`src/rtl/program_loader.sv`:
```
// Program loader: takes a stream of received bytes and writes them one at a time into
// instruction memory. It also assembles each aligned 4-byte group into an instruction word.
// Loading ends when an aligned word equals HALT_WORD (done) or when the last memory
// location has been written without one (overflow).
module program_loader #(
    parameter int unsigned MEMORY_WIDTH   = 8,
    parameter int unsigned MEMORY_DEPTH   = 256,
    parameter int unsigned NB_ADDR_DEPTH  = 8,
    parameter int unsigned NB_INSTRUCTION = 32,
    parameter logic [NB_INSTRUCTION-1:0] HALT_WORD = 32'hFFFFFFFF
) (
    input  logic                     i_clock,
    input  logic                     i_reset,
    input  logic                     i_start,
    input  logic                     i_rx_done,
    input  logic [MEMORY_WIDTH-1:0]  i_rx_data,
    output logic                     o_write_enable,
    output logic [MEMORY_WIDTH-1:0]  o_write_data,
    output logic [NB_ADDR_DEPTH-1:0] o_write_addr,
    output logic                     o_mem_enable,
    output logic                     o_busy,
    output logic                     o_load_done,
    output logic                     o_overflow
);

    localparam logic [NB_ADDR_DEPTH-1:0] LastAddr = NB_ADDR_DEPTH'(MEMORY_DEPTH - 1);
    localparam logic [1:0]               LastIdx  = 2'd3;

    typedef enum logic [2:0] {
        StIdle,
        StReceive,
        StWrite,
        StDone,
        StOverflow
    } state_e;

    state_e                    state_q, state_d;
    logic [NB_ADDR_DEPTH-1:0]  addr_q, addr_d;
    logic [1:0]                idx_q, idx_d;
    logic [NB_INSTRUCTION-1:0] word_q, word_d;
    logic                      pend_q, pend_d;
    logic [MEMORY_WIDTH-1:0]   pend_data_q, pend_data_d;
    logic [MEMORY_WIDTH-1:0]   wdata_q, wdata_d;
    logic [NB_ADDR_DEPTH-1:0]  waddr_q, waddr_d;
    logic                      we_q, we_d;
    logic                      busy_q, busy_d;
    logic                      done_q, done_d;
    logic                      ovf_q, ovf_d;

    // A byte held over from a WRITE cycle takes priority over the live receive port.
    logic [MEMORY_WIDTH-1:0]   rx_byte;
    assign rx_byte = pend_q ? pend_data_q : i_rx_data;

    // Next-state logic; registered outputs are decoded from the next state so they line up
    // with the state they describe.
    always_comb begin
        state_d     = state_q;
        addr_d      = addr_q;
        idx_d       = idx_q;
        word_d      = word_q;
        pend_d      = pend_q;
        pend_data_d = pend_data_q;
        wdata_d     = wdata_q;
        waddr_d     = waddr_q;

        unique case (state_q)
            StIdle, StDone, StOverflow: begin
                if (i_start) begin
                    state_d     = StReceive;
                    addr_d      = '0;
                    idx_d       = '0;
                    word_d      = '0;
                    pend_d      = 1'b0;
                    pend_data_d = '0;
                end
            end
            StReceive: begin
                if (pend_q || i_rx_done) begin
                    wdata_d = rx_byte;
                    waddr_d = addr_q;
                    word_d  = {word_q[NB_INSTRUCTION-MEMORY_WIDTH-1:0], rx_byte};
                    state_d = StWrite;
                    // Pending byte consumed; a byte arriving in the same cycle refills it.
                    if (pend_q && i_rx_done) begin
                        pend_d      = 1'b1;
                        pend_data_d = i_rx_data;
                    end else begin
                        pend_d = 1'b0;
                    end
                end
            end
            StWrite: begin
                if (i_rx_done) begin
                    pend_d      = 1'b1;
                    pend_data_d = i_rx_data;
                end
                addr_d = addr_q + 1'b1;
                idx_d  = idx_q + 2'd1;
                // Only an aligned group can terminate the load.
                if (idx_q == LastIdx && word_q == HALT_WORD) begin
                    state_d = StDone;
                end else if (addr_q == LastAddr) begin
                    state_d = StOverflow;
                end else begin
                    state_d = StReceive;
                end
            end
            default: state_d = StIdle;
        endcase

        we_d   = (state_d == StWrite);
        busy_d = (state_d == StReceive) || (state_d == StWrite);
        done_d = (state_d == StDone);
        ovf_d  = (state_d == StOverflow);
    end

    // State, datapath and output registers; reset clears everything immediately.
    always_ff @(posedge i_clock or posedge i_reset) begin
        if (i_reset) begin
            state_q     <= StIdle;
            addr_q      <= '0;
            idx_q       <= '0;
            word_q      <= '0;
            pend_q      <= 1'b0;
            pend_data_q <= '0;
            wdata_q     <= '0;
            waddr_q     <= '0;
            we_q        <= 1'b0;
            busy_q      <= 1'b0;
            done_q      <= 1'b0;
            ovf_q       <= 1'b0;
        end else begin
            state_q     <= state_d;
            addr_q      <= addr_d;
            idx_q       <= idx_d;
            word_q      <= word_d;
            pend_q      <= pend_d;
            pend_data_q <= pend_data_d;
            wdata_q     <= wdata_d;
            waddr_q     <= waddr_d;
            we_q        <= we_d;
            busy_q      <= busy_d;
            done_q      <= done_d;
            ovf_q       <= ovf_d;
        end
    end

    assign o_write_enable = we_q;
    assign o_write_data   = wdata_q;
    assign o_write_addr   = waddr_q;
    assign o_mem_enable   = busy_q;
    assign o_busy         = busy_q;
    assign o_load_done    = done_q;
    assign o_overflow     = ovf_q;

endmodule

```
`config.mk`:
```
export PLATFORM = sky130hd
export DESIGN_NAME = program_loader
export DESIGN_NICKNAME = d
export VERILOG_FILES = /design/src/rtl/program_loader.sv
export SDC_FILE = /design/constraint.sdc
export NUM_CORES = 1
export LEC_CHECK = 0
export CORE_MARGIN = 2
export CORE_UTILIZATION = 47
export DETAILED_ROUTE_END_ITERATION = 7
export HOLD_SLACK_MARGIN = 0.06
export PLACE_DENSITY = 0.7
export SETUP_SLACK_MARGIN = 0.15
export SYNTH_ARGS = -nofsm -noshare
export SYNTH_HDL_FRONTEND = slang
export SYNTH_SLANG_ARGS = --single-unit
```
`constraint.sdc`:
```
create_clock -name i_clock -period 3.95 [get_ports i_clock]
set_input_delay 0.79 -clock i_clock [delete_from_list [all_inputs] [get_ports i_clock]]
set_output_delay 0.79 -clock i_clock [all_outputs]
set_load 0.05 [all_outputs]
```
=== Word-level counts from Yosys, hierarchy flattened ===
Index checks and enable logic that the tools add are counted.

* Output and inout bits: 21
* Register bits after elaboration: 74
* Bits of input ports: 12
* Logic and storage cells: 65

* Add/subtract/negate cells: 2
* Reduce and logical (&&, ||, !) cells: 14
* Multiplexer cells: 22
* Equality and inequality tests: 15

{| class="wikitable"
|+ Operator list
! operator !! number
|-
| 2-to-1 mux 32 bit || 2
|-
| one-hot mux 32 bit (2 select lines) || 1
|-
| 2-to-1 mux 8 bit || 5
|-
| == test 32 bit, second input constant || 1
|-
| one-hot mux 8 bit (3 select lines) || 1
|-
| one-hot mux 8 bit (2 select lines) || 1
|-
| == test 3 x 2 -> 1 bit, second input constant || 4
|-
| 2-to-1 mux 3 bit || 4
|-
| one-hot mux 3 bit (3 select lines) || 1
|-
| adder 8 x 1 -> 8 bit, second input constant || 1
|-
| == test 8 bit, second input constant || 1
|-
| inequality test 2 bit, second input constant || 4
|-
| == test 3 x 1 -> 1 bit, second input constant || 2
|-
| == test 3 bit, second input constant || 2
|-
| AND reduction 5 bit || 1
|-
| 2-to-1 mux 1 bit || 4
|-
| one-hot mux 2 bit (2 select lines) || 1
|-
| AND reduction 2 bit || 2
|-
| AND reduction 4 bit || 1
|-
| nonzero test 2 bit || 2
|-
| logical NOT 3 bit || 1
|-
| one-hot mux 1 bit (3 select lines) || 1
|-
| AND reduction 3 bit || 1
|-
| nonzero test 3 bit || 1
|-
| 6 further kinds || 8
|}

=== Longest topological paths before layout ===
Gate-level depths: netlist of the first run.

* Depth in word-level cells: 6
* Gate-level depth with buffers: 6
* Depth with buffers taken out: 5

=== Least setup slack after synthesis of the first run ===
Ideal clock, no wire load.

* Path type: input port to flip-flop
* Start: input port i_rx_done
* End: register word_q[10]
* Data arrival time: 1802 ps
* Setup slack: 2069 ps
* Stages: 5
* Required time: 3871 ps
* Library setup time: 79 ps
* Buffers on the path: 1
* Path through: nor2_1 o21ai_0 a21oi_2 buf_6 mux2i_1

* Cells in the longest elaborated chain, start to end: 3

{| class="wikitable"
|+ Ends and longest elaborated chain
! item !! line !! text
|-
| from (decl) || 15 || <nowiki>input logic i_rx_done,</nowiki>
|-
| logical OR 1 bit || 78 || <nowiki>if (pend_q || i_rx_done) begin</nowiki>
|-
| inequality test 2 bit (no source line) || -- ||
|-
| AND reduction 3 bit (no source line) || -- ||
|-
| to (signal assigned) || 136 || <nowiki>word_q <= word_d;</nowiki>
|-
| to (decl) || 40 || <nowiki>logic [NB_INSTRUCTION-1:0] word_q, word_d;</nowiki>
|}

No other way between the ends.
A chain may end at the register's enable or synchronous reset.

=== Worst setup path after layout of the first run ===
* Start: register wdata_q[0] (netlist: o_write_data[0])
* End: output port o_write_data[0]

{| class="wikitable"
|+ RTL lines
! item !! line !! text
|-
| from (decl) || 43 || <nowiki>logic [MEMORY_WIDTH-1:0] wdata_q, wdata_d;</nowiki>
|-
| from (signal assigned) || 139 || <nowiki>wdata_q <= wdata_d;</nowiki>
|-
| to (decl) || 18 || <nowiki>output logic [MEMORY_WIDTH-1:0] o_write_data,</nowiki>
|}

No word-level cell between the ends.

==> summary.txt, run 1 <==
Worst hold path
  – HP Class: reg -> reg
  – Hold path depth: 1
  – Hold Crit Start: o_write_data[2]
  – Hold Path End: o_write_data[2]

Route
  – Total wire length: 6750 µm
  – Routed Antenna Nets: 0
  – Drt drc: 0
  – Via count: 2,352
  – DRC marker count from the first detailed-route iteration: 92
  – Initial DRT Pass Iterations: 4
  – Vias per inst: 5.37
  – WL per Instance: 15.4 µm

Setup path
  – Arr. time, crit path: 1.53 ns
  – Worst Path Max Fanout: 2
  – Worst R2R Setup Slack: 1.69 ns
  – Worst reg2reg startpoint: state_q[1]
  – CP bufs+invs: 1
  – Critical path type: reg -> out
  – Critical path's top delay family: buffers and inverters
  – R2R cell count: 4
  – Critical path required time: 3.16 ns
  – Critical path cell sequence: clkdlybuf4s50_1
  – CP endpoint kind: primary output
  – Slowest stage delay, CP: 0.82 ns
  – CP startpoint kind: flop
  – FF-to-FF End: addr_q[4]
  – Critical-path top delay cell: clkdlybuf4s50_1

Die
  – Core area: 0.00683 mm²
  – Row count: 30
  – Top Ports: 33
  – Die area: 0.00783 mm²
  – Die height: 88.5 µm
  – Starting density of the core: 49.1%
  – Die X: 88.5 µm

Clocking
  – Cts hold-fix bufs: 0
  – CTS Buf Count: 9
  – CTS tree: yes
  – # H-tree levels: 3
  – Clock Sinks: 74
  – Post-CTS Resized: 0
  – Clock slew at reported path FFs: 0.07 ns
  – Worst skew pair latency: 0.34 ns
  – Post-CTS setup buffer count: 0
  – CTS Root Cell: clkbuf_8
  – Max clock buf depth: 2

Synthesis
  – Mean Syn Cell Area: 11.0 µm²
  – Post-synth top area share: 55.2%
  – Unique masters post-synth: 46
  – Synth warn: 0
  – EDFF count, synth: 0
  – Cell taking the most area after synthesis: dfrtp_1
  – Synth Register Bits: 74
  – Leading register cell type out of synthesis: dfrtp_1
  – Post-Synthesis Cell Area: 0.00335 mm²
  – Count leader, synth: dfrtp_1
  – Top post-synthesis cells by area: dfrtp_1 (55%), mux2i_1 (9.9%), nand2_1 (4.6%)
  – Register area share after synthesis: 55.2%
  – Post-synth top cells: dfrtp_1 (74), nand2_1 (41), mux2i_1 (33)
  – Synth async-reset ratio: 100%
  – Cells after synthesis: 306
  – Synth Net Count: 320

Timing
  – RSZ-0062 raised after global routing: false
  – Part of the cycle the worst path needs: 58.7%
  – Worst Tran Pin Value: 1.12 ns
  – Finish-stage setup viols: 0
  – Crit path time final: 2.32 ns
  – Max_slew headroom: 24.8%
  – Fmax: 431 MHz
  – Final slew viol count: 0
  – Final Hold Fails: 0
  – Hold WS: 0.495 ns
  – Clk_skew: 0.00962 ns
  – Setup TNS: 0 ns

Global routing
  – Number of global-route vias before repair: 2,288
  – Initial antenna violation count: 0
  – Global-route wire length before repair: 11,400 µm
  – Gr usage total: 19.3%
  – GR Overflow Total: 0
  – Largest net degree at the start of global routing: 38

Power and ir drop
  – Sw Pwr: 1.24 mW
  – Maximum vdd drop: 0.000378 V
  – Seq pwr share: 41.0%
  – Logic pwr share: 39.4%
  – Clk network pwr share: 19.6%
  – Switch share: 40.6%
  – Cell Pwr Density: 774 mW/mm²
  – Int Pwr: 1.81 mW
  – Leak: 1.87 nW

Final layout
  – Register Area: 0.00185 mm²
  – Fin nets: 352
  – Area used by multi-input combinational logic: 0.00129 mm²
  – Fin cells: 438
  – Fin area: 0.00393 mm²
  – Filler instances: 603
  – ANT cells: 0
  – Final Util: 57.6%
  – Layout area overhead: 17.3%
  – Fraction of layout cells with a size suffix above 1: 10.5%

Placement
  – DP Area: 0.00373 mm²
  – Port bufs: 32
  – Cells after DPL: 423
  – RD Place Congestion: 0.806
  – DP HPWL: 4490 µm

Flow run
  – Max-cap check violation count: 0

Status
  – Status: finished clean
power groups by stage:
stage	Sequential (mW)	Clock (mW)	Combinational, mW
3_3_place_gp	1.25	0	1.18
2_1_floorplan	1.38	0	0.754
4_1_cts	1.24	0.614	1.21
5_1_grt	1.29	0.645	1.30
3_5_place_dp	1.25	0	1.20
6_report	1.25	0.597	1.20
final cells by class:
cell class                      instances  area share, %
Clock buffer                           11           3.85
Clock inverter                          4           1.30
Inverter                               30           2.86
Multi-Input combinational cell        186           32.8
Sequential cell                        74           47.1
Tap cell                               96           3.05
Timing Repair Buffer                   37           9.10
metrics by stage:
stage                     power (mW)  setup WS, ns
after floorplan                 2.14          1.28
after global placement          2.43          1.24
after detailed placement        2.46          1.29
after CTS                       3.06          1.61
after global routing            3.23          1.44
final                           3.04          1.63
cells in the final DEF (no fill, tap or decap), types with 2 or more instances in the layout:
cell type | netlist | routed
buf_4 | 2 | 5
a31o_2 | 6 | 6
dfrtp_1 | 74 | 74
nand4_1 | 11 | 11
a31oi_1 | 2 | 2
inv_1 | 30 | 29
a22o_1 | 8 | 8
ha_1 | 2 | 2
a2111oi_0 | 2 | 2
clkbuf_8 | 0 | 11
nand2_1 | 41 | 41
o31ai_1 | 4 | 4
o21ai_0 | 8 | 8
nor2b_1 | 2 | 2
a21oi_1 | 4 | 4
nor2_1 | 11 | 11
clkdlybuf4s50_1 | 0 | 32
nor3_1 | 2 | 2
a21o_1 | 10 | 10
mux2_1 | 6 | 6
mux2i_1 | 33 | 33
nand3b_1 | 2 | 2
nand3_1 | 9 | 9
and3_1 | 2 | 2
state kept, by name, indices dropped and copies added, names as in the netlist, 2 cells and up:
register      cells
state_q           3
o_write_addr      8
pend_data_q       8
idx_q             2
o_write_data      8
word_q           32
addr_q            8
metal layers:
metal | track usage (%) | routed length (µm) | vias to the layer above
met5 | 0 | 0 | -
met4 | 9.64 | 127 | 0
met3 | 3.17 | 195 | 9
met2 | 27.6 | 2950 | 55
met1 | 28.5 | 3480 | 1166
li1 | - | - | 1122
kinds of logic after synthesis:
| kind of cell | count (synthesis) | share of synthesized area (%) |
|---|---|---|
| xor gates and xnor gates | 1 | 0.261 |
| DFF | 74 | 55.2 |
| adders and majority gates | 2 | 0.746 |
| and+or+nand+nor | 90 | 13.5 |
| AOI/OAI and AO/OA | 53 | 11.6 |
| muxes | 40 | 12.2 |
| buffers and inverters | 46 | 6.45 |
worst max-delay path by stage:
stage	from	to	slack [ns]	cells after the start
6_report	o_write_data[0]	o_write_data[0]	1.63	1
5_1_grt	state_q[1]	addr_q[3]	1.44	4
4_1_cts	o_write_data[0]	o_write_data[0]	1.61	1
3_5_place_dp	i_rx_done	word_q[6]	1.29	4
3_3_place_gp	i_rx_done	o_write_data[6]	1.24	4
2_1_floorplan	i_reset	addr_q[0]	1.28	1
Note: power is estimated with default switching activity, not from simulation.
==> run 2, diff against run 1 <==
- PLACE_DENSITY: 0.7 -> 0.72
- clock period: 3.95 -> 1.9 ns (I/O delays scaled with it)
==> run 2 against run 1 <==
First-iteration DRC count is 42% higher. Critical path depth is 5 higher. Via count is 2.2% higher. Sequential power is 99% higher. Routed wire length is 1.7% lower. Clock power is 130% higher. Global-route usage is 0.36 points lower. Clock-buffer cell count is 1 lower.
==> summary.txt, run 2 (same netlist as run 1, synthesis figures left out) <==
Status
  – Status: finished clean (unchanged)

Setup path
  – Critical path required time: 2.14 ns (was 3.16 ns)
  – Worst Path Max Fanout: 26 (was 2)
  – CP endpoint kind: flop (was primary output)
  – Crit path top cell by count: buf_4
  – Critical path type: reg -> reg (was reg -> out)
  – Worst R2R Setup Slack: 0.25 ns (was 1.69 ns)
  – FF-to-FF End: word_q[3] (was addr_q[4])
  – Critical-path top delay cell: dfrtp_2 (was clkdlybuf4s50_1)
  – CP startpoint kind: flop (unchanged)
  – R2R cell count: 6 (was 4)
  – Arr. time, crit path: 1.89 ns (was 1.53 ns)
  – Slowest stage delay, CP: 0.46 ns (was 0.82 ns)
  – Critical path cell sequence: buf_4, nor3b_4, o21ai_2, buf_12, buf_4, a31o_2 (was clkdlybuf4s50_1)
  – Worst reg2reg startpoint: state_q[2] (was state_q[1])

Power and ir drop
  – Seq pwr share: 38.1% (was 41.0%)
  – Cell Pwr Density: 1610 mW/mm² (was 774 mW/mm²)
  – Leak: 2.02 nW (was 1.87 nW)
  – Logic pwr share: 41.3% (was 39.4%)
  – Sw Pwr: 2.61 mW (was 1.24 mW)
  – Switch share: 39.9% (was 40.6%)
  – Maximum vdd drop: 0.000783 V (was 0.000378 V)
  – Clk network pwr share: 20.6% (was 19.6%)
  – Int Pwr: 3.94 mW (was 1.81 mW)

Timing
  – Crit path time final: 1.65 ns
  – Part of the cycle the worst path needs: 86.8%
  – Clk_skew: 0.00764 ns (was 0.00962 ns)
  – Finish-stage setup viols: 0 (unchanged)
  – Final slew viol count: 0 (unchanged)
  – RSZ-0062 raised after global routing: false (unchanged)
  – Worst Tran Pin Value: 0.503 ns (was 1.12 ns)
  – Final Hold Fails: 0 (unchanged)
  – Max_slew headroom: 66.6% (was 24.8%)
  – Final worst-path setup slack: 0.250 ns (was 1.63 ns)
  – Fmax: 606 MHz

Placement
  – Port bufs: 32 (unchanged)
  – Pre-CTS setup slack: -0.00972 ns (was 1.29 ns)
  – RD Place Congestion: 0.874 (was 0.806)
  – DP Area: 0.00388 mm² (was 0.00373 mm²)
  – DP HPWL: 4530 µm (was 4490 µm)

Global routing
  – GR Overflow Total: 0 (unchanged)
  – Number of global-route vias before repair: 2,342 (was 2,288)
  – Largest net degree at the start of global routing: 75 (was 38)
  – Global-route wire length before repair: 11,300 µm (was 11,400 µm)
  – Initial antenna violation count: 0 (unchanged)
  – Gr usage total: 18.9% (was 19.3%)

Final layout
  – Most frequent cells in the layout: dfrtp_1 (73), nand2_1 (41), mux2i_1 (33) (was dfrtp_1 (74), nand2_1 (41), mux2i_1 (33))
  – Register Area: 0.00185 mm² (about the same)
  – Fin nets: 368 (was 352)
  – Max reg flops: 32 (unchanged)
  – Filler instances: 609 (was 603)
  – Fraction of layout cells with a size suffix above 1: 15.9% (was 10.5%)
  – Most common cell after layout, fill and taps aside: dfrtp_1 (unchanged)
  – Register bank with the most flops: word_q (unchanged)
  – Fin area: 0.00408 mm² (was 0.00393 mm²)
  – Area used by multi-input combinational logic: 0.00129 mm² (unchanged)
  – Layout area overhead: 21.6% (was 17.3%)
  – ANT cells: 0 (unchanged)

Route
  – Drt drc: 0 (unchanged)
  – DRC marker count from the first detailed-route iteration: 131 (was 92)
  – Vias per inst: 5.28 (was 5.37)
  – Initial DRT Pass Iterations: 5 (was 4)
  – WL per Instance: 14.6 µm (was 15.4 µm)
  – Total wire length: 6640 µm (was 6750 µm)
  – Via count: 2,403 (was 2,352)
  – Routed Antenna Nets: 0 (unchanged)

Clocking
  – CTS Root Cell: clkbuf_8 (unchanged)
  – Max clock buf depth: 2 (unchanged)
  – CTS Buf Count: 9 (unchanged)
  – Clock slew at reported path FFs: 0.08 ns (was 0.07 ns)
  – # H-tree levels: 3 (unchanged)
  – Clock Sinks: 74 (unchanged)
  – CTS tree: yes (unchanged)
  – Post-CTS setup buffer count: 0 (unchanged)
  – Worst skew pair latency: 0.35 ns (was 0.34 ns)

Die
  – Die area: 0.00783 mm² (unchanged)
  – Top Ports: 33 (unchanged)
  – Die X: 88.5 µm (unchanged)
  – Die height: 88.5 µm (unchanged)
  – Core area: 0.00683 mm² (unchanged)
  – Starting density of the core: 49.1% (unchanged)
  – Row count: 30 (unchanged)

Flow run
  – Max-cap check violation count: 0 (unchanged)

Worst hold path
  – HP Class: in -> async (was reg -> reg)
-- run 2: changes by cell type in the layout (fill, tap and decap cells not counted), sizes merged --
cell           previous run  this run
clkdlybuf4s50            32        11
buf                       5        25
dlygate4sd2               0        17
clkinvlp                  1         3
bufinv                    1         2
clkbuf                   11        10
clkinv                    2         1
-- run 2: power groups by stage --
stage / clock [mW] / sequential, mW / combinational, mW
floorplan: 0 / 2.88 / 1.57
global placement: 0 / 2.52 / 2.74
detailed placement: 0 / 2.52 / 2.78
global route: 1.43 / 2.57 / 2.94
CTS: 1.37 / 2.49 / 2.72
finish: 1.35 / 2.49 / 2.70
-- run 2: critical path, delay by kind of cell, from the launching register on --
kind	cells	cell delay, ns
AND/OR/NAND/NOR	1	0.23
buffers and inverters	3	0.50
AO/OA/AOI/OAI	2	0.34
flip-flops	1	0.46
-- run 2: per-layer routing --
metal | wire length, µm | part of all wire, % | vias up | GRT usage (%)
met4 | 118 | 1.8 | 0 | 7.44
met2 | 2950 | 44 | 51 | 27.3
met3 | 229 | 3.5 | 13 | 3.82
met5 | 0 | 0 | - | 0
met1 | 3340 | 50 | 1187 | 28.3
li1 | - | - | 1152 | -
-- run 2: worst max path at each step --
stage	from	endpoint	slack, ns	cells after the start
3_5_place_dp	i_rx_done	word_q[14]	-0.01	6
5_1_grt	pend_q	word_q[25]	0.15	5
6_report	state_q[2]	word_q[3]	0.25	6
3_3_place_gp	i_rx_done	o_write_data[7]	0.01	6
4_1_cts	o_write_data[7]	o_write_data[7]	0.24	1
2_1_floorplan	state_q[2]	addr_q[6]	0.30	6
-- run 2: final cells by class --
type | instances | area share [%]
flip-flops and latches | 74 | 45.4
multi-input cells | 186 | 31.6
repair buffers | 53 | 11.9
clock buffers | 10 | 3.13
well taps | 96 | 2.94
inverters | 30 | 2.85
clock inverters | 6 | 2.18
-- run 2: through the flow --
stage	instances	total power, mW	TNS (ns)	utilization [%]	hold slack, ns
floorplan	306	4.45	0	-	0.460
global placement	439	5.26	0	56.8	0.465
detailed placement	439	5.30	-0.0150	56.8	0.466
CTS	455	6.59	0	59.7	0.488
global route	455	6.94	0	59.7	0.514
finish	455	6.55	0	59.7	0.480
-- run 2: what timing repair did --
action | CTS | global route
gates resized for setup | 17 | 1
hold buffers | 0 | 0
pin swaps | 0 | 0
setup endpoints to repair | 17 | 3
==> run 3, diff against run 2 <==
- ABC_AREA: default -> 1
- PLACE_DENSITY: 0.72 -> 0.73
==> run 3 against run 2 <==
Non-clock buffer count decreased by 11. Setup slack improved by 0.015 ns. Global-route usage increased by 0.58 points. First-iteration DRC count increased by 100%. Routed wire length increased by 0.72%. Final cell count increased by 8.8%. Via count increased by 9.0%. Critical path depth decreased by 5. Synthesized cell count increased by 23%. Worst hold slack got worse by 0.0059 ns. Die area decreased by 2.9%. Critical path type is now reg -> out. Critical endpoint is now o_write_data[5]. Largest power group unchanged.
==> summary.txt, run 3 <==
Clocking
  – CTS tree: yes (unchanged)
  – # H-tree levels: 3 (unchanged)
  – Post-CTS setup buffer count: 0 (unchanged)
  – Clock Sinks: 74 (unchanged)
  – CTS Root Cell: clkbuf_8 (unchanged)
  – Clock slew at reported path FFs: 0.08 ns (about the same)
  – Max clock buf depth: 2 (unchanged)
  – CTS Buf Count: 9 (unchanged)
  – Worst skew pair latency: 0.34 ns (was 0.35 ns)

Final layout
  – Fin nets: 424 (was 368)
  – Most frequent cells in the layout: nand2_1 (111), dfrtp_1 (74), nand3_1 (68) (was dfrtp_1 (73), nand2_1 (41), mux2i_1 (33))
  – Layout area overhead: 20.2% (was 21.6%)
  – Final Util: 57.9% (was 59.7%)
  – Register Area: 0.00185 mm² (about the same)
  – Fin area: 0.00391 mm² (was 0.00408 mm²)
  – Fraction of layout cells with a size suffix above 1: 9.88% (was 15.9%)
  – Most common cell after layout, fill and taps aside: nand2_1 (was dfrtp_1)
  – Fin cells: 495 (was 455)
  – Register bank with the most flops: word_q (unchanged)
  – Max reg flops: 32 (unchanged)
  – ANT cells: 0 (unchanged)
  – Area used by multi-input combinational logic: 0.00118 mm² (was 0.00129 mm²)
  – Filler instances: 623 (was 609)

Die
  – Top Ports: 33 (unchanged)
  – Die area: 0.00760 mm² (was 0.00783 mm²)
  – Starting density of the core: 48.1% (was 49.1%)
  – Row count: 30 (unchanged)
  – Die X: 87.2 µm (was 88.5 µm)
  – Die height: 87.2 µm (was 88.5 µm)
  – Core area: 0.00676 mm² (was 0.00683 mm²)

Power and ir drop
  – Sw Pwr: 2.66 mW (was 2.61 mW)
  – Int Pwr: 3.71 mW (was 3.94 mW)
  – Switch share: 41.8% (was 39.9%)
  – Leak: 2.01 nW (was 2.02 nW)
  – Seq pwr share: 37.4% (was 38.1%)
  – Clk network pwr share: 23.1% (was 20.6%)
  – Maximum vdd drop: 0.00132 V (was 0.000783 V)
  – Logic pwr share: 39.5% (was 41.3%)
  – Cell Pwr Density: 1630 mW/mm² (was 1610 mW/mm²)

Global routing
  – Number of global-route vias before repair: 2,590 (was 2,342)
  – Global-route wire length before repair: 11,700 µm (was 11,300 µm)
  – Gr usage total: 19.5% (was 18.9%)
  – Initial antenna violation count: 0 (unchanged)
  – Largest net degree at the start of global routing: 75 (unchanged)
  – GR Overflow Total: 0 (unchanged)

Setup path
  – Arr. time, crit path: 1.26 ns (was 1.89 ns)
  – CP endpoint kind: primary output (was flop)
  – CP bufs+invs: 1 (was 3)
  – Critical path cell sequence: dlygate4sd2_1 (was buf_4, nor3b_4, o21ai_2, buf_12, buf_4, a31o_2)
  – CP startpoint kind: flop (unchanged)
  – Slowest stage delay, CP: 0.54 ns (was 0.46 ns)
  – Worst Path Max Fanout: 2 (was 26)
  – Critical path type: reg -> out (was reg -> reg)
  – Critical path required time: 1.52 ns (was 2.14 ns)
  – Critical-path top delay cell: dlygate4sd2_1 (was dfrtp_2)
  – Critical path's top delay family: buffers and inverters (unchanged)

Timing
  – Setup TNS: 0 ns (unchanged)
  – Part of the cycle the worst path needs: 86.1% (was 86.8%)
  – RSZ-0062 raised after global routing: false (unchanged)
  – Crit path time final: 1.64 ns (was 1.65 ns)
  – Final slew viol count: 0 (unchanged)
  – Final worst-path setup slack: 0.265 ns (was 0.250 ns)
  – Clk_skew: 0.00845 ns (was 0.00764 ns)
  – Max_slew headroom: 66.8% (was 66.6%)
  – Fmax: 612 MHz (was 606 MHz)
  – Worst Tran Pin Value: 0.500 ns (was 0.503 ns)
  – Finish-stage setup viols: 0 (unchanged)
  – Final Hold Fails: 0 (unchanged)

Synthesis
  – Unique masters post-synth: 25 (was 46)
  – Cells after synthesis: 377 (was 306)
  – Register area share after synthesis: 56.9% (was 55.2%)
  – Synth warn: 0 (unchanged)
  – Leading register cell type out of synthesis: dfrtp_1 (unchanged)
  – Synth async-reset ratio: 100% (unchanged)
  – EDFF count, synth: 0 (unchanged)
  – Post-synth top cells: nand2_1 (111), dfrtp_1 (74), nand3_1 (68) (was dfrtp_1 (74), nand2_1 (41), mux2i_1 (33))
  – Cell taking the most area after synthesis: dfrtp_1 (unchanged)
  – Top post-synthesis cells by area: dfrtp_1 (57%), nand2_1 (13%), nand3_1 (10%) (was dfrtp_1 (55%), mux2i_1 (9.9%), nand2_1 (4.6%))
  – Mean Syn Cell Area: 8.63 µm² (was 11.0 µm²)
  – Count leader, synth: nand2_1 (was dfrtp_1)
  – Post-Synthesis Cell Area: 0.00325 mm² (was 0.00335 mm²)
  – Synth Register Bits: 74 (unchanged)
  – Synth Net Count: 391 (was 320)
  – Post-synth top area share: 56.9% (was 55.2%)

Route
  – Routed Antenna Nets: 0 (unchanged)
  – Initial DRT Pass Iterations: 4 (was 5)
  – Total wire length: 6680 µm (was 6640 µm)
  – DRC marker count from the first detailed-route iteration: 262 (was 131)
  – Drt drc: 0 (unchanged)
  – Via count: 2,619 (was 2,403)
  – Vias per inst: 5.29 (was 5.28)
  – WL per Instance: 13.5 µm (was 14.6 µm)

Worst hold path
  – HP Class: in -> async (unchanged)

Status
  – Status: finished clean (unchanged)

Placement
  – Pre-CTS setup slack: 0.116 ns (was -0.00972 ns)
  – RD Place Congestion: 0.824 (was 0.874)
  – Cells after DPL: 479 (was 439)
  – DP HPWL: 4390 µm (was 4530 µm)
  – DP Area: 0.00369 mm² (was 0.00388 mm²)
  – Port bufs: 32 (unchanged)

Flow run
  – Max-cap check violation count: 0 (unchanged)
[run 3: cell count changes after synthesis, moves of 10 or more]
cell     change
a21o_1      -10
nand2_1     +70
nor2_1      +11
o21ai_1     +13
mux2i_1     -33
nand3_1     +59
[run 3: cell type report]
type                       instances  area share [%]
tap                               80            2.56
clock buffer                      10            3.27
timing repair buffer              42            10.6
sequential                        74            47.4
multi-input combinational        253            30.3
clock inverter                     6            2.94
inverter                          30            2.98
[run 3: stage by stage]
stage / power, mW / hold slack [ns]
4_1_cts: 6.41 / 0.484
3_5_place_dp: 5.01 / 0.470
2_1_floorplan: 4.24 / 0.467
6_report: 6.38 / 0.474
5_1_grt: 6.78 / 0.519
3_3_place_gp: 4.95 / 0.465
[run 3: power by group through the flow]
stage	Sequential [mW]	Clock (mW)	Combinational, mW
2_1_floorplan	2.80	0	1.44
4_1_cts	2.38	1.49	2.53
3_5_place_dp	2.41	0	2.60
5_1_grt	2.44	1.56	2.78
6_report	2.38	1.47	2.52
3_3_place_gp	2.40	0	2.55
[run 3: metal layers]
| layer | up-vias | GRT usage [%] | share of wire [%] |
|---|---|---|---|
| li1 | 1299 | - | - |
| met1 | 1251 | 26.9 | 48 |
| met2 | 63 | 31.4 | 46 |
| met3 | 6 | 3.13 | 4.2 |
| met4 | 0 | 7.13 | 1.2 |
| met5 | - | 0 | 0 |
[run 3: path summary, 6_finish.rpt]
kind | from | endpoint | slack (ns) | depth (start not counted)
min in group i_clock | o_write_addr[5] | o_write_addr[5] | 0.48 | 2
max reg2reg | addr_q[1] | o_busy | 0.35 | 12
min reg2reg | o_write_addr[5] | o_write_addr[5] | 0.48 | 2
max in group asynchronous | i_reset | o_write_data[4] | 1.11 | 3
max | o_write_data[5] | o_write_data[5] | 0.26 | 1
min | i_reset | word_q[20] | 0.47 | 3
[run 3: kinds of logic after synthesis]
logic type / Yosys count / share of synthesized area [%]
AO/OA/AOI/OAI: 44 / 8.16
adder cells (fa/ha/maj): 2 / 0.769
buffers and inverters: 50 / 6.89
flip-flops: 74 / 56.9
AND/OR/NAND/NOR: 207 / 27.2
[run 3: repair_timing]
action	CTS	global route
gates resized for setup	17	0
setup endpoints to repair	17	0
hold buffers	0	0
